<file path="src/rtl/dmem_arbiter_pkg.sv">
// rtl/dmem_arbiter_pkg.sv - shared constants and types for the data-memory arbiter
// Purpose: access-width encodings, FSM state values, port indices and the
//          width-independent part of a captured request.
// Ports:   none (package).
package dmem_arbiter_pkg;

   // Access width encodings on pN_width / mem_width
   localparam logic [1:0] W64 = 2'd0;
   localparam logic [1:0] W32 = 2'd1;
   localparam logic [1:0] W16 = 2'd2;
   localparam logic [1:0] W8  = 2'd3;

   // Arbiter FSM states
   localparam logic IDLE = 1'b0;
   localparam logic WAIT = 1'b1;

   // Requester indices
   localparam int PORT_EX = 0;   // execute memory unit
   localparam int PORT_IF = 1;   // instruction fetch / refill

   typedef struct packed {
      logic [63:0] dout;
      logic [1:0]  width;
      logic        is_write;
   } req_payload_t;

   function automatic logic [3:0] width_bytes(input logic [1:0] width);
      case (width)
         W64:     width_bytes = 4'd8;
         W32:     width_bytes = 4'd4;
         W16:     width_bytes = 4'd2;
         W8:      width_bytes = 4'd1;
         default: width_bytes = 4'd1;
      endcase
   endfunction

endpackage

</file>
<file path="src/rtl/dmem_req_slot.sv">
// rtl/dmem_req_slot.sv - one-entry pending request slot for one arbiter port
// Purpose: captures a single-cycle read/write strobe into a held request and
//          flags overruns (both strobes together, or a strobe while pending).
// Ports:   clk, rst_n             clock, synchronous active-low reset
//          addr, dout, width      request fields sampled on a strobe
//          rstrobe, wstrobe       one-cycle request pulses
//          clear                  arbiter finished this port's transaction
//          pending                slot holds an unserved/in-flight request
//          slot_addr, slot_req    held request
//          overrun                combinational overrun indication this cycle
module dmem_req_slot
   import dmem_arbiter_pkg::*;
#(
   parameter int ADDR_W = 64
) (
   input  logic              clk,
   input  logic              rst_n,
   input  logic [ADDR_W-1:0] addr,
   input  logic [63:0]       dout,
   input  logic [1:0]        width,
   input  logic              rstrobe,
   input  logic              wstrobe,
   input  logic              clear,
   output logic              pending,
   output logic [ADDR_W-1:0] slot_addr,
   output req_payload_t      slot_req,
   output logic              overrun
);

   logic strobe;

   assign strobe  = rstrobe | wstrobe;
   // A strobe on the completion edge still sees pending set, so it is dropped.
   assign overrun = (strobe & pending) | (rstrobe & wstrobe);

   always_ff @(posedge clk) begin
      if (!rst_n) begin
         pending   <= 1'b0;
         slot_addr <= '0;
         slot_req  <= '{dout: 64'd0, width: W64, is_write: 1'b0};
      end else if (clear) begin
         pending <= 1'b0;
      end else if (strobe && !pending) begin
         pending           <= 1'b1;
         slot_addr         <= addr;
         slot_req.dout     <= dout;
         slot_req.width    <= width;
         slot_req.is_write <= wstrobe;   // both strobes together count as a write
      end
   end

endmodule

</file>
<file path="src/rtl/dmem_arbiter.sv">
// rtl/dmem_arbiter.sv - two-port strobe-protocol arbiter for the data-memory bus
// Purpose: port 0 (execute) and port 1 (fetch) share one memory bus; requests
//          are held in per-port slots, granted one at a time, completions and
//          read data are routed back, and a watchdog forces completion.
// Config:  DMEM_ARB_ROUND_ROBIN_EN - ties go to the port not granted last;
//          undefined: port 0 always wins a tie.
// Ports:   clk, rst_n                          clock, synchronous active-low reset
//          pN_addr/dout/width/rstrobe/wstrobe  port requests (N = 0, 1)
//          pN_din, pN_cycle_complete           port read data and done pulse
//          mem_addr/dout/width/rstrobe/wstrobe bus request
//          mem_din, mem_cycle_complete         bus read data and done pulse
//          grant, busy                         current/last owner, state != IDLE
//          err_overrun, err_timeout            sticky error flags
module dmem_arbiter
   import dmem_arbiter_pkg::*;
#(
   parameter int TIMEOUT_CYCLES = 255,
   parameter int ADDR_W         = 64
) (
   input  logic              clk,
   input  logic              rst_n,
   input  logic [ADDR_W-1:0] p0_addr,
   input  logic [63:0]       p0_dout,
   input  logic [1:0]        p0_width,
   input  logic              p0_rstrobe,
   input  logic              p0_wstrobe,
   output logic [63:0]       p0_din,
   output logic              p0_cycle_complete,
   input  logic [ADDR_W-1:0] p1_addr,
   input  logic [63:0]       p1_dout,
   input  logic [1:0]        p1_width,
   input  logic              p1_rstrobe,
   input  logic              p1_wstrobe,
   output logic [63:0]       p1_din,
   output logic              p1_cycle_complete,
   output logic [ADDR_W-1:0] mem_addr,
   output logic [63:0]       mem_dout,
   output logic [1:0]        mem_width,
   output logic              mem_rstrobe,
   output logic              mem_wstrobe,
   input  logic [63:0]       mem_din,
   input  logic              mem_cycle_complete,
   output logic              grant,
   output logic              busy,
   output logic              err_overrun,
   output logic              err_timeout
);

   localparam bit          WDOG_EN = (TIMEOUT_CYCLES != 0);
   // Counter starts at 0 on the grant edge; the timeout edge is when it would reach TIMEOUT_CYCLES.
   localparam logic [31:0] TO_LAST = (TIMEOUT_CYCLES == 0) ? 32'd0 : 32'(TIMEOUT_CYCLES - 1);

   logic [1:0]        pend;
   logic [1:0]        ovr;
   logic [1:0]        clr;
   logic [ADDR_W-1:0] slot_addr [2];
   req_payload_t      slot_req  [2];
   logic              state_q, state_d;
   logic              issue, fin_ok, fin_to;
   logic              win;
   logic              timeout_hit;
   logic [31:0]       wd_cnt;
   logic [1:0]        cc_q;
   logic [63:0]       din_q [2];

   dmem_req_slot #(.ADDR_W(ADDR_W)) u_slot_ex (
      .clk(clk), .rst_n(rst_n),
      .addr(p0_addr), .dout(p0_dout), .width(p0_width),
      .rstrobe(p0_rstrobe), .wstrobe(p0_wstrobe), .clear(clr[PORT_EX]),
      .pending(pend[PORT_EX]), .slot_addr(slot_addr[PORT_EX]),
      .slot_req(slot_req[PORT_EX]), .overrun(ovr[PORT_EX])
   );

   dmem_req_slot #(.ADDR_W(ADDR_W)) u_slot_if (
      .clk(clk), .rst_n(rst_n),
      .addr(p1_addr), .dout(p1_dout), .width(p1_width),
      .rstrobe(p1_rstrobe), .wstrobe(p1_wstrobe), .clear(clr[PORT_IF]),
      .pending(pend[PORT_IF]), .slot_addr(slot_addr[PORT_IF]),
      .slot_req(slot_req[PORT_IF]), .overrun(ovr[PORT_IF])
   );

`ifdef DMEM_ARB_ROUND_ROBIN_EN
   logic last_grant;

   always_comb begin
      win = pend[PORT_EX] ? 1'b0 : 1'b1;
      if (&pend) win = ~last_grant;
   end

   // Resets to port 1 so port 0 takes the first tie.
   always_ff @(posedge clk) begin
      if (!rst_n)     last_grant <= 1'b1;
      else if (issue) last_grant <= win;
   end
`else
   always_comb win = pend[PORT_EX] ? 1'b0 : 1'b1;
`endif

   assign timeout_hit = WDOG_EN && (wd_cnt == TO_LAST);
   assign busy        = (state_q == WAIT);
   assign p0_din            = din_q[PORT_EX];
   assign p1_din            = din_q[PORT_IF];
   assign p0_cycle_complete = cc_q[PORT_EX];
   assign p1_cycle_complete = cc_q[PORT_IF];

   always_ff @(posedge clk) begin
      if (!rst_n) state_q <= IDLE;
      else        state_q <= state_d;
   end

   always_comb begin
      state_d = state_q;
      case (state_q)
         IDLE:    if (|pend) state_d = WAIT;
         WAIT:    if (mem_cycle_complete || timeout_hit) state_d = IDLE;
         default: state_d = IDLE;
      endcase
   end

   // A bus completion on the timeout edge wins over the watchdog.
   always_comb begin
      issue  = 1'b0;
      fin_ok = 1'b0;
      fin_to = 1'b0;
      clr    = 2'b00;
      case (state_q)
         IDLE: issue = |pend;
         WAIT: begin
            fin_ok     = mem_cycle_complete;
            fin_to     = !mem_cycle_complete && timeout_hit;
            clr[grant] = mem_cycle_complete || timeout_hit;
         end
         default: ;
      endcase
   end

   always_ff @(posedge clk) begin
      if (!rst_n) begin
         mem_addr    <= '0;
         mem_dout    <= '0;
         mem_width   <= W64;
         mem_rstrobe <= 1'b0;
         mem_wstrobe <= 1'b0;
         grant       <= 1'b0;
         wd_cnt      <= '0;
         cc_q        <= 2'b00;
         din_q[0]    <= '0;
         din_q[1]    <= '0;
         err_overrun <= 1'b0;
         err_timeout <= 1'b0;
      end else begin
         mem_rstrobe <= 1'b0;
         mem_wstrobe <= 1'b0;
         cc_q        <= 2'b00;
         if (|ovr) err_overrun <= 1'b1;
         if (issue) begin
            mem_addr    <= slot_addr[win];
            mem_dout    <= slot_req[win].dout;
            mem_width   <= slot_req[win].width;
            mem_rstrobe <= !slot_req[win].is_write;
            mem_wstrobe <= slot_req[win].is_write;
            grant       <= win;
            wd_cnt      <= '0;
         end
         if (fin_ok) begin
            cc_q[grant] <= 1'b1;
            if (!slot_req[grant].is_write) din_q[grant] <= mem_din;
         end else if (fin_to) begin
            cc_q[grant] <= 1'b1;
            if (!slot_req[grant].is_write) din_q[grant] <= '0;
            err_timeout <= 1'b1;
         end else if (busy && WDOG_EN) begin
            wd_cnt <= wd_cnt + 32'd1;
         end
      end
   end

endmodule

</file>
<file path="config.mk">
export PLATFORM = sky130hd
export DESIGN_NAME = dmem_arbiter
export DESIGN_NICKNAME = d
export VERILOG_FILES = /design/src/rtl/dmem_arbiter_pkg.sv /design/src/rtl/dmem_req_slot.sv /design/src/rtl/dmem_arbiter.sv
export SDC_FILE = /design/constraint.sdc
export NUM_CORES = 1
export LEC_CHECK = 0
export CAP_MARGIN = 5
export CORE_MARGIN = 2
export CORE_UTILIZATION = 44
export DETAILED_ROUTE_END_ITERATION = 10
export PLACE_DENSITY = 0.86
export SYNTH_ARGS = -nofsm -noshare
export SYNTH_HDL_FRONTEND = slang
export SYNTH_SLANG_ARGS = --single-unit
</file>
<file path="constraint.sdc">
create_clock -name clk -period 6.5 [get_ports clk]
set_clock_uncertainty 0.15 [all_clocks]
set_input_delay 1.3 -clock clk [delete_from_list [all_inputs] [get_ports clk]]
set_output_delay 1.3 -clock clk [all_outputs]
set_load 0.01 [all_outputs]
</file>
Word-level counts from Yosys, hierarchy flattened
Memories as Yosys holds them, arrays and structs flattened. Cells that the tools add are included.

Add/subtract/negate cells: 1. $lt $le $gt $ge: 4. Eq/ne operators: 1. Muxes and demuxes: 38. Bitwise logic cells: 17. Reduce and logical (&&, ||, !) cells: 18.

Operators by type and width (count): $mux W64 (5); $mux W67 (3); $mux W32 (4); $reduce_or A64 Y1 (1); $add A32 B1 Y32 const B (1); $eq A32 B8 Y1 const B (1); $mux W1 (21); $reduce_and A2 Y1 (4); $reduce_or A2 Y1 (4); $mux W2 (3); $not A1 Y1 (5); $or A1 B1 Y1 (5); $and A1 B1 Y1 (4); $ge A2 B2 Y1 const B (2); $logic_and A1 B1 Y1 (4); $logic_not A1 Y1 (4); $not A1 Y2 (2); $and A2 B2 Y2 (1); $lt A1 B2 Y1 const B (1); $pmux W1 S2 (1); $demux W1 S1 (1); $ge A1 B1 Y1 const B (1); $logic_or A1 B1 Y1 (1).

Bits in registers: 434. Bits in writable memories: 128. Input bits: 331. Output and inout port bits: 266. Memories: 1.

Memories: din_q (words 2, bits a word 64, rd ports 2, clocked after memory_dff 0, wr ports 2, RTL line dmem_arbiter.sv:64) `logic [63:0] din_q [2];`.

Depth between registers and ports, before layout
Depth after elaboration: 12. Depth in mapped cells: 9. Gate-level depth less buffers: 7.

Modules after synthesis
From an unflattened synthesis, not the netlist that was laid out.

Cell total of the unflattened synthesis: 2234. Area, all modules: 23042.1 sq um.

By module, submodules not included: dmem_arbiter (times used 1, cells each 1086, area each 12344.3 sq um, seq. area each 7247.0 sq um); dmem_req_slot (times used 2, cells each 574, area each 5348.9 sq um, seq. area each 2642.5 sq um).

Worst setup path before layout
OpenSTA, ideal clock, no wires.

Path kind: input -> register. Start point: input mem_cycle_complete. End point: memory din_q[1][0] (enable). Arrival time: 6082 ps. Data required time: 5776 ps. Path slack: -307 ps. Cell stages on the path: 4. Buffers on the path: 0. Path through: inv_1 o31ai_4 nand3_1 o21ai_0.

RTL lines: from (decl) (RTL line dmem_arbiter.sv:42) `input logic mem_cycle_complete,`; to (decl) (RTL line dmem_arbiter.sv:64).

==> results.txt <==
The tools report the endpoint of the worst hold path as u_slot_if.slot_addr[63]$_SDFFE_PN0P_. The run gives 12.0 nW as the static leakage. The library cells used most frequently in the layout, excluding fill and tap cells, are 595 x sky130_fd_sc_hd__clkdlybuf4s50_1, 537 x sky130_fd_sc_hd__nand2_1, 433 x sky130_fd_sc_hd__dfxtp_1. The average instance in the mapped netlist occupies 10.2 sq um. The detail route stage leaves a number of antenna-violating nets equal to 0. The logs give 55 for the CTS buffer count and 2223 for the number of cells produced by synthesis. Detailed placement finished with a half-perimeter wire length of 46.0 mm. Counting flops and latches in the post-synthesis netlist gives 562.

Detailed routing placed a total of 6.21 mm of wire on met3. The instance count along the most critical hold path was 2. The die is 231 um wide. The proportion of layout cells with a drive suffix above 1 was 0.0473. The number of cells on the worst reg-to-reg path came out at 8. Peak ir drop on the vdd network: 0.193 mV. For the proportion of synthesized chip area in sequential cells, the log shows 0.552. TritonCTS built the clock tree. The shortest clock period the worst path allows after layout is 3.43 ns. Wires add up to 66.7 mm. The most common cell after layout, fill and taps aside was sky130_fd_sc_hd__clkdlybuf4s50_1. The logs give 597 for the I/O pin count and 5 for the count of TritonRoute iterations in the first routing pass. Fill cells in the final layout number 3987. The run gives 3 as the maximum clock path buffer count. The clock-pin slew of the registers on the worst-case setup and hold paths was 0.06 ns; the remaining max-slew budget at the tightest pin was 0.299. The logs give 0 for the hold-fix buffer count after cts and 0.849 for the weighted congestion at the end of routability-driven global placement.

Summed over all failing endpoints, the final setup total negative slack is 0 ns. The first routing iteration left 1295 violations. The tools report the reg-to-reg critical path startpoint as wd_cnt[0]$_SDFF_PN0_. The top layer used by detailed routing is met5.

The tools report the sum of routed wire segments on met1 as 25.4 mm. The logs give 0.292 GHz for the highest clock frequency the design can meet and 0 for the final setup violation count. Cell area after placement: 29000 sq um. The type of origin of the critical path is a flip-flop.

First-pass GRT wire length: 102 mm. The run finished with clean final reports. The number of nets handed over by synthesis was 2556. In this run the standard cell core region covers 51100 sq um. After detailed routing, the number of remaining DRC violations is 0. Across all register-to-register paths, the minimum setup slack is 3.07 ns.

The startpoint identified for the worst hold timing path is u_slot_if.slot_addr[63]$_SDFFE_PN0P_. The final global-route overflow total was 0. The min-delay analysis places its worst path in the category reg -> reg. The initial cell density of the core came out at 0.444. After detailed routing, the average wire length per cell comes to 19.3 um. The total setup buffers inserted after CTS is 0, and the post-CTS resize count is 0.

STA classifies the critical path endpoint as a flip-flop. The initialized floorplan defines 83 standard-cell rows. The endpoint identified for the worst register-to-register timing path is din_q[1][58]$_SDFFCE_PN0P_. For the area of the die, the log shows 53400 sq um.

Summing internal, switching and leakage power gives 8.72 mW. The area growth from synthesis to layout is 36.1%. The tools report the initial antenna violation count as 9. Buffers placed on the I/O ports in this run total 596. The clock drives 562 sinks. The period utilization is 0.527, and the largest fanout on the critical path is 64. The run gives 22700 sq um as the netlist area before placement. The critical path is of the reg -> reg type.

With fillers left out, the area of the finished cells amounts to 30900 sq um. The run gives 0 as the count of final hold-check violations. The net count of the finished layout was 3058.

Maximum number of pins on one net before global-route repair: 196. At the pin with the least slew margin, the transition time is 1.05 ns. The logs give 18200 for the number of global-route vias before repair and 0.306 ns for the worst hold slack after final layout. Dividing total power by cell area gives a power density of 282 nW/um^2. Setup repair after global routing left no endpoint under its margin.

After detailed routing, the number of vias per cell comes to 5.29. The root buffer cell chosen for the clock tree is sky130_fd_sc_hd__clkbuf_16. The run gives 18300 as the total via count after detailed routing. Data on the critical path is required at its endpoint by 6.58 ns.

The data arrival time of the critical path was 3.51 ns; the aggregate global-route resource usage was 0.242. The Yosys step of the flow raised 0 warnings. Yosys mapped the design onto 43 distinct sky130hd cell types. The final-report max-slew violation count is 0. The die extent in y is 231 um, and the routed wire length on met2 is 32.0 mm. Max-cap violations in this run came to 0.

The H-tree was split into 2 levels. The tools report the clock latency on the worst-skew pair as 0.61 ns.
registers in the layout (all words and copies together), names as in the netlist, 2 cells and up:
register and count:
mem_width 2, cc_q 2, mem_addr 64, u_slot_ex.slot_req 67, wd_cnt 32, u_slot_if.slot_addr 64
u_slot_if.slot_req 67, mem_dout 64, din_q 128, u_slot_ex.slot_addr 64
layer usage:
layer	up-vias	global-route usage
met5	-	0
met4	12	0.109
met3	155	0.0749
met2	759	0.408
met1	8686	0.282
li1	8651	-
worst max-delay path, stage by stage, from the launching register on:
cell,delay (ns)
sky130_fd_sc_hd__dfxtp_1,0.34
sky130_fd_sc_hd__inv_1,0.09
sky130_fd_sc_hd__ha_1,0.16
sky130_fd_sc_hd__nor4b_1,0.23
sky130_fd_sc_hd__nand4_1,0.38
sky130_fd_sc_hd__o31ai_4,0.49
sky130_fd_sc_hd__nand3_1,0.26
sky130_fd_sc_hd__o21ai_4,0.18
sky130_fd_sc_hd__buf_4,0.69
worst max path at each step:
| stage | start | to | slack [ns] | cells past startpoint |
|---|---|---|---|---|
| 2_1_floorplan | mem_cycle_complete | din_q[1][0]$_SDFFCE_PN0P_ | 1.42 | 4 |
| 3_3_place_gp | mem_cycle_complete | din_q[1][57]$_SDFFCE_PN0P_ | 2.80 | 6 |
| 3_5_place_dp | mem_cycle_complete | din_q[1][57]$_SDFFCE_PN0P_ | 2.75 | 6 |
| 4_1_cts | wd_cnt[0]$_SDFF_PN0_ | din_q[1][51]$_SDFFCE_PN0P_ | 3.09 | 8 |
| 5_1_grt | wd_cnt[0]$_SDFF_PN0_ | din_q[1][51]$_SDFFCE_PN0P_ | 2.84 | 8 |
| 6_report | wd_cnt[0]$_SDFF_PN0_ | din_q[1][58]$_SDFFCE_PN0P_ | 3.07 | 8 |
report_power, final:
part / switching (mW) / total, mW / internal, mW
Sequential: 0.171 / 4.04 / 3.87
Clock: 1.40 / 3.26 / 1.87
Combinational: 0.693 / 1.42 / 0.724
Total: 2.26 / 8.72 / 6.46
Yosys cell counts:
library cell,number,share of area
sky130_fd_sc_hd__a211oi_1,132,0.044
sky130_fd_sc_hd__a21oi_1,14,0.0031
sky130_fd_sc_hd__a311oi_1,1,0.00039
sky130_fd_sc_hd__and2_1,130,0.036
sky130_fd_sc_hd__and3_1,2,0.00055
sky130_fd_sc_hd__buf_1,12,0.0020
sky130_fd_sc_hd__buf_2,10,0.0022
sky130_fd_sc_hd__buf_4,3,0.00099
sky130_fd_sc_hd__buf_6,17,0.0084
sky130_fd_sc_hd__clkbuf_1,127,0.021
sky130_fd_sc_hd__dfxtp_1,434,0.38
sky130_fd_sc_hd__edfxtp_1,128,0.17
sky130_fd_sc_hd__ha_1,2,0.0011
sky130_fd_sc_hd__inv_1,9,0.0015
sky130_fd_sc_hd__inv_2,1,0.00017
sky130_fd_sc_hd__maj3_1,2,0.00088
sky130_fd_sc_hd__mux2_2,1,0.00050
sky130_fd_sc_hd__mux2i_1,399,0.18
sky130_fd_sc_hd__nand2_1,537,0.089
sky130_fd_sc_hd__nand2b_1,2,0.00055
sky130_fd_sc_hd__nand3_1,21,0.0046
sky130_fd_sc_hd__nand3b_1,2,0.00066
sky130_fd_sc_hd__nand4_1,7,0.0019
sky130_fd_sc_hd__nand4_2,1,0.00055
sky130_fd_sc_hd__nor2_1,148,0.024
sky130_fd_sc_hd__nor2b_1,2,0.00055
sky130_fd_sc_hd__nor3_1,5,0.0011
sky130_fd_sc_hd__nor3_2,1,0.00044
sky130_fd_sc_hd__nor3b_1,1,0.00033
sky130_fd_sc_hd__nor4_1,7,0.0019
sky130_fd_sc_hd__nor4b_1,2,0.00077
sky130_fd_sc_hd__o2111ai_1,12,0.0046
sky130_fd_sc_hd__o211ai_1,5,0.0017
sky130_fd_sc_hd__o21a_1,2,0.00066
sky130_fd_sc_hd__o21ai_0,3,0.00066
sky130_fd_sc_hd__o311a_1,3,0.0013
sky130_fd_sc_hd__o311ai_0,7,0.0027
sky130_fd_sc_hd__o31ai_4,1,0.00094
sky130_fd_sc_hd__o41ai_1,11,0.0042
sky130_fd_sc_hd__or2_1,1,0.00028
sky130_fd_sc_hd__or2_2,4,0.0011
sky130_fd_sc_hd__or3_1,8,0.0022
sky130_fd_sc_hd__or4_1,6,0.0020
cells by family after synthesis:
kind of cell | synth area share
mux | 0.177
buf+inv | 0.0363
fa+ha+maj | 0.00199
compound gates | 0.0640
simple gates | 0.169
flops | 0.552
final cells by class:
class	instances	area, sq um	area share
inverter	10	42.5	0.00138
timing repair buffer	614	6180	0.200
clock buffer	68	1520	0.0491
clock inverter	35	349	0.0113
multi-input combinational	1482	9400	0.304
sequential	562	12500	0.406
antenna	4	10.0	0.000324
tap	680	851	0.0275
per-stage QoR:
step | worst slack [ns] | cells | utilization
floorplan | 1.42 | 2223 | -
global placement | 2.80 | 3348 | 0.568
detailed placement | 2.75 | 3348 | 0.568
CTS | 3.09 | 3451 | 0.604
global route | 2.84 | 3454 | 0.604
finish | 3.07 | 3455 | 0.604
Power figures use the tool's default switching activity.
==> RTL edit: new RTL, same flow settings <==
`ADDR_W` is set to 64 in 2 places; all go to 60.
--- a/src/rtl/dmem_req_slot.sv
+++ b/src/rtl/dmem_req_slot.sv
@@ -11,7 +11,7 @@
 module dmem_req_slot
    import dmem_arbiter_pkg::*;
 #(
-   parameter int ADDR_W = 64
+   parameter int ADDR_W = 60
 ) (
    input  logic              clk,
    input  logic              rst_n,
--- a/src/rtl/dmem_arbiter.sv
+++ b/src/rtl/dmem_arbiter.sv
@@ -15,7 +15,7 @@
    import dmem_arbiter_pkg::*;
 #(
    parameter int TIMEOUT_CYCLES = 255,
-   parameter int ADDR_W         = 64
+   parameter int ADDR_W         = 60
 ) (
    input  logic              clk,
    input  logic              rst_n,
Ports: changed (resized mem_addr, p0_addr and p1_addr); port bits go from 597 to 585. No check against the original RTL was run, so the function may have changed too.
==> RTL edit against the unedited design <==
- critical path depth stayed put
- design area fell by 2.1%
- maximum frequency fell by 21%
- setup slack worse by 0.90 ns
- routed wire length decreased by 3.8%
- sequential share of layout area increased by 0.067 points
- sequential cell count shrank 12
- area after synthesis shrank 2.3%
- total power shrank 1.8%
- largest cell class unchanged
- largest power group unchanged
==> RTL edit: results (changes against the unedited design) <==
| Metric | Value |
|---|---|
| Vias in the first global route | `17690 (was 18245)` |
| Pre-CTS setup slack | `2.25 ns (was 2.75 ns)` |
| Layout cell share with drive strength beyond 1 | `0.0479 (was 0.0473)` |
| Top cell types by occurrence after synthesis | `nand2_1 (526), dfxtp_1 (422), mux2i_1 (383) (was nand2_1 (537), dfxtp_1 (434), mux2i_1 (399))` |
| Largest cells by area after synthesis | `dfxtp_1 (38%), edfxtp_1 (17%), mux2i_1 (17%) (was dfxtp_1 (38%), mux2i_1 (18%), edfxtp_1 (17%))` |
| Wire length per cell | `18.9 um (was 19.3 um)` |
| Worst-skew pair later-pin latency | `0.59 ns (was 0.61 ns)` |
| First-pass GRT wire length | `98.6 mm (was 102 mm)` |
| Placement Cell Area | `28400 um2 (was 29000 um2)` |
| Critical path endpoint | `din_q[1][6] (was din_q[1][58])` |
| Crit-path max cell delay | `0.82 ns (was 0.69 ns)` |
| Status | `complete, no violations (unchanged)` |
| Initial DRC Count | `1158 (was 1295)` |
| Pin count of the biggest net entering global routing | `227 (was 196)` |
| Sw frac | `0.252 (was 0.259)` |
| Initial antenna violation count | `12 (was 9)` |
| Max FO, Critical Path | `38 (was 64)` |
| Worst Hold Path EP | `u_slot_if.slot_req[11] (was u_slot_if.slot_addr[63])` |
| Placed Cells | `3285 (was 3348)` |
| Final worst slack | `2.17 ns (was 3.07 ns)` |
| Maximum VDD drop | `193 uV (about the same)` |
| Detailed-route vias per instance | `5.26 (was 5.29)` |
| Dpl hpwl | `44.4 mm (was 46.0 mm)` |
| Netlist cell types | `45 (was 43)` |
| Drt pass-1 iters | `6 (was 5)` |
| # nets final | `2995 (was 3058)` |
| WP data arrival | `4.40 ns (was 3.51 ns)` |
| Syn avg cell area | `10.2 um2 (about the same)` |
| Slowest stage cell on the critical path | `o21ai_4 (was buf_4)` |
| Worst hold slack | `0.305 ns (was 0.306 ns)` |
| R2r setup slk | `2.17 ns (was 3.07 ns)` |
| GR Util All Layers | `0.237 (was 0.242)` |
| Port buffer count | `584 (was 596)` |
| Syn_nets | `2503 (was 2556)` |
| Leak pwr | `12.0 nW (about the same)` |
==> RTL edit: power by group through the flow <==
stage                     clock network, mW  logic, mW  registers, mW
after floorplan                           0      0.646           4.04
after global placement                    0       1.33           4.02
after detailed placement                  0       1.36           4.03
after CTS                              3.30       1.37           3.96
after global routing                   3.44       1.46           3.99
final                                  3.24       1.36           3.96
==> RTL edit: cell families after synthesis <==
group / count (synthesis) / synth area share
compound gates: 193 / 0.0639
fa+ha+maj: 2 / 0.00113
buf+inv: 171 / 0.0341
flops: 550 / 0.555
mux: 386 / 0.175
simple gates: 876 / 0.172
==> RTL edit: layer usage <==
metal	wire length [um]	up-vias	global-route usage
li1	-	8505	-
met1	24300	8484	0.268
met2	31700	704	0.416
met3	5570	131	0.0757
met4	2420	14	0.0917
met5	101	-	0
==> RTL edit: area by class of cell <==
type	count	area [um2]
fill	3866	19700
sequential	550	12300
multi-input combinational	1457	9180
timing repair buffer	602	6040
clock buffer	83	1660
tap	672	841
clock inverter	19	209
inverter	4	20.0
antenna	4	10.0
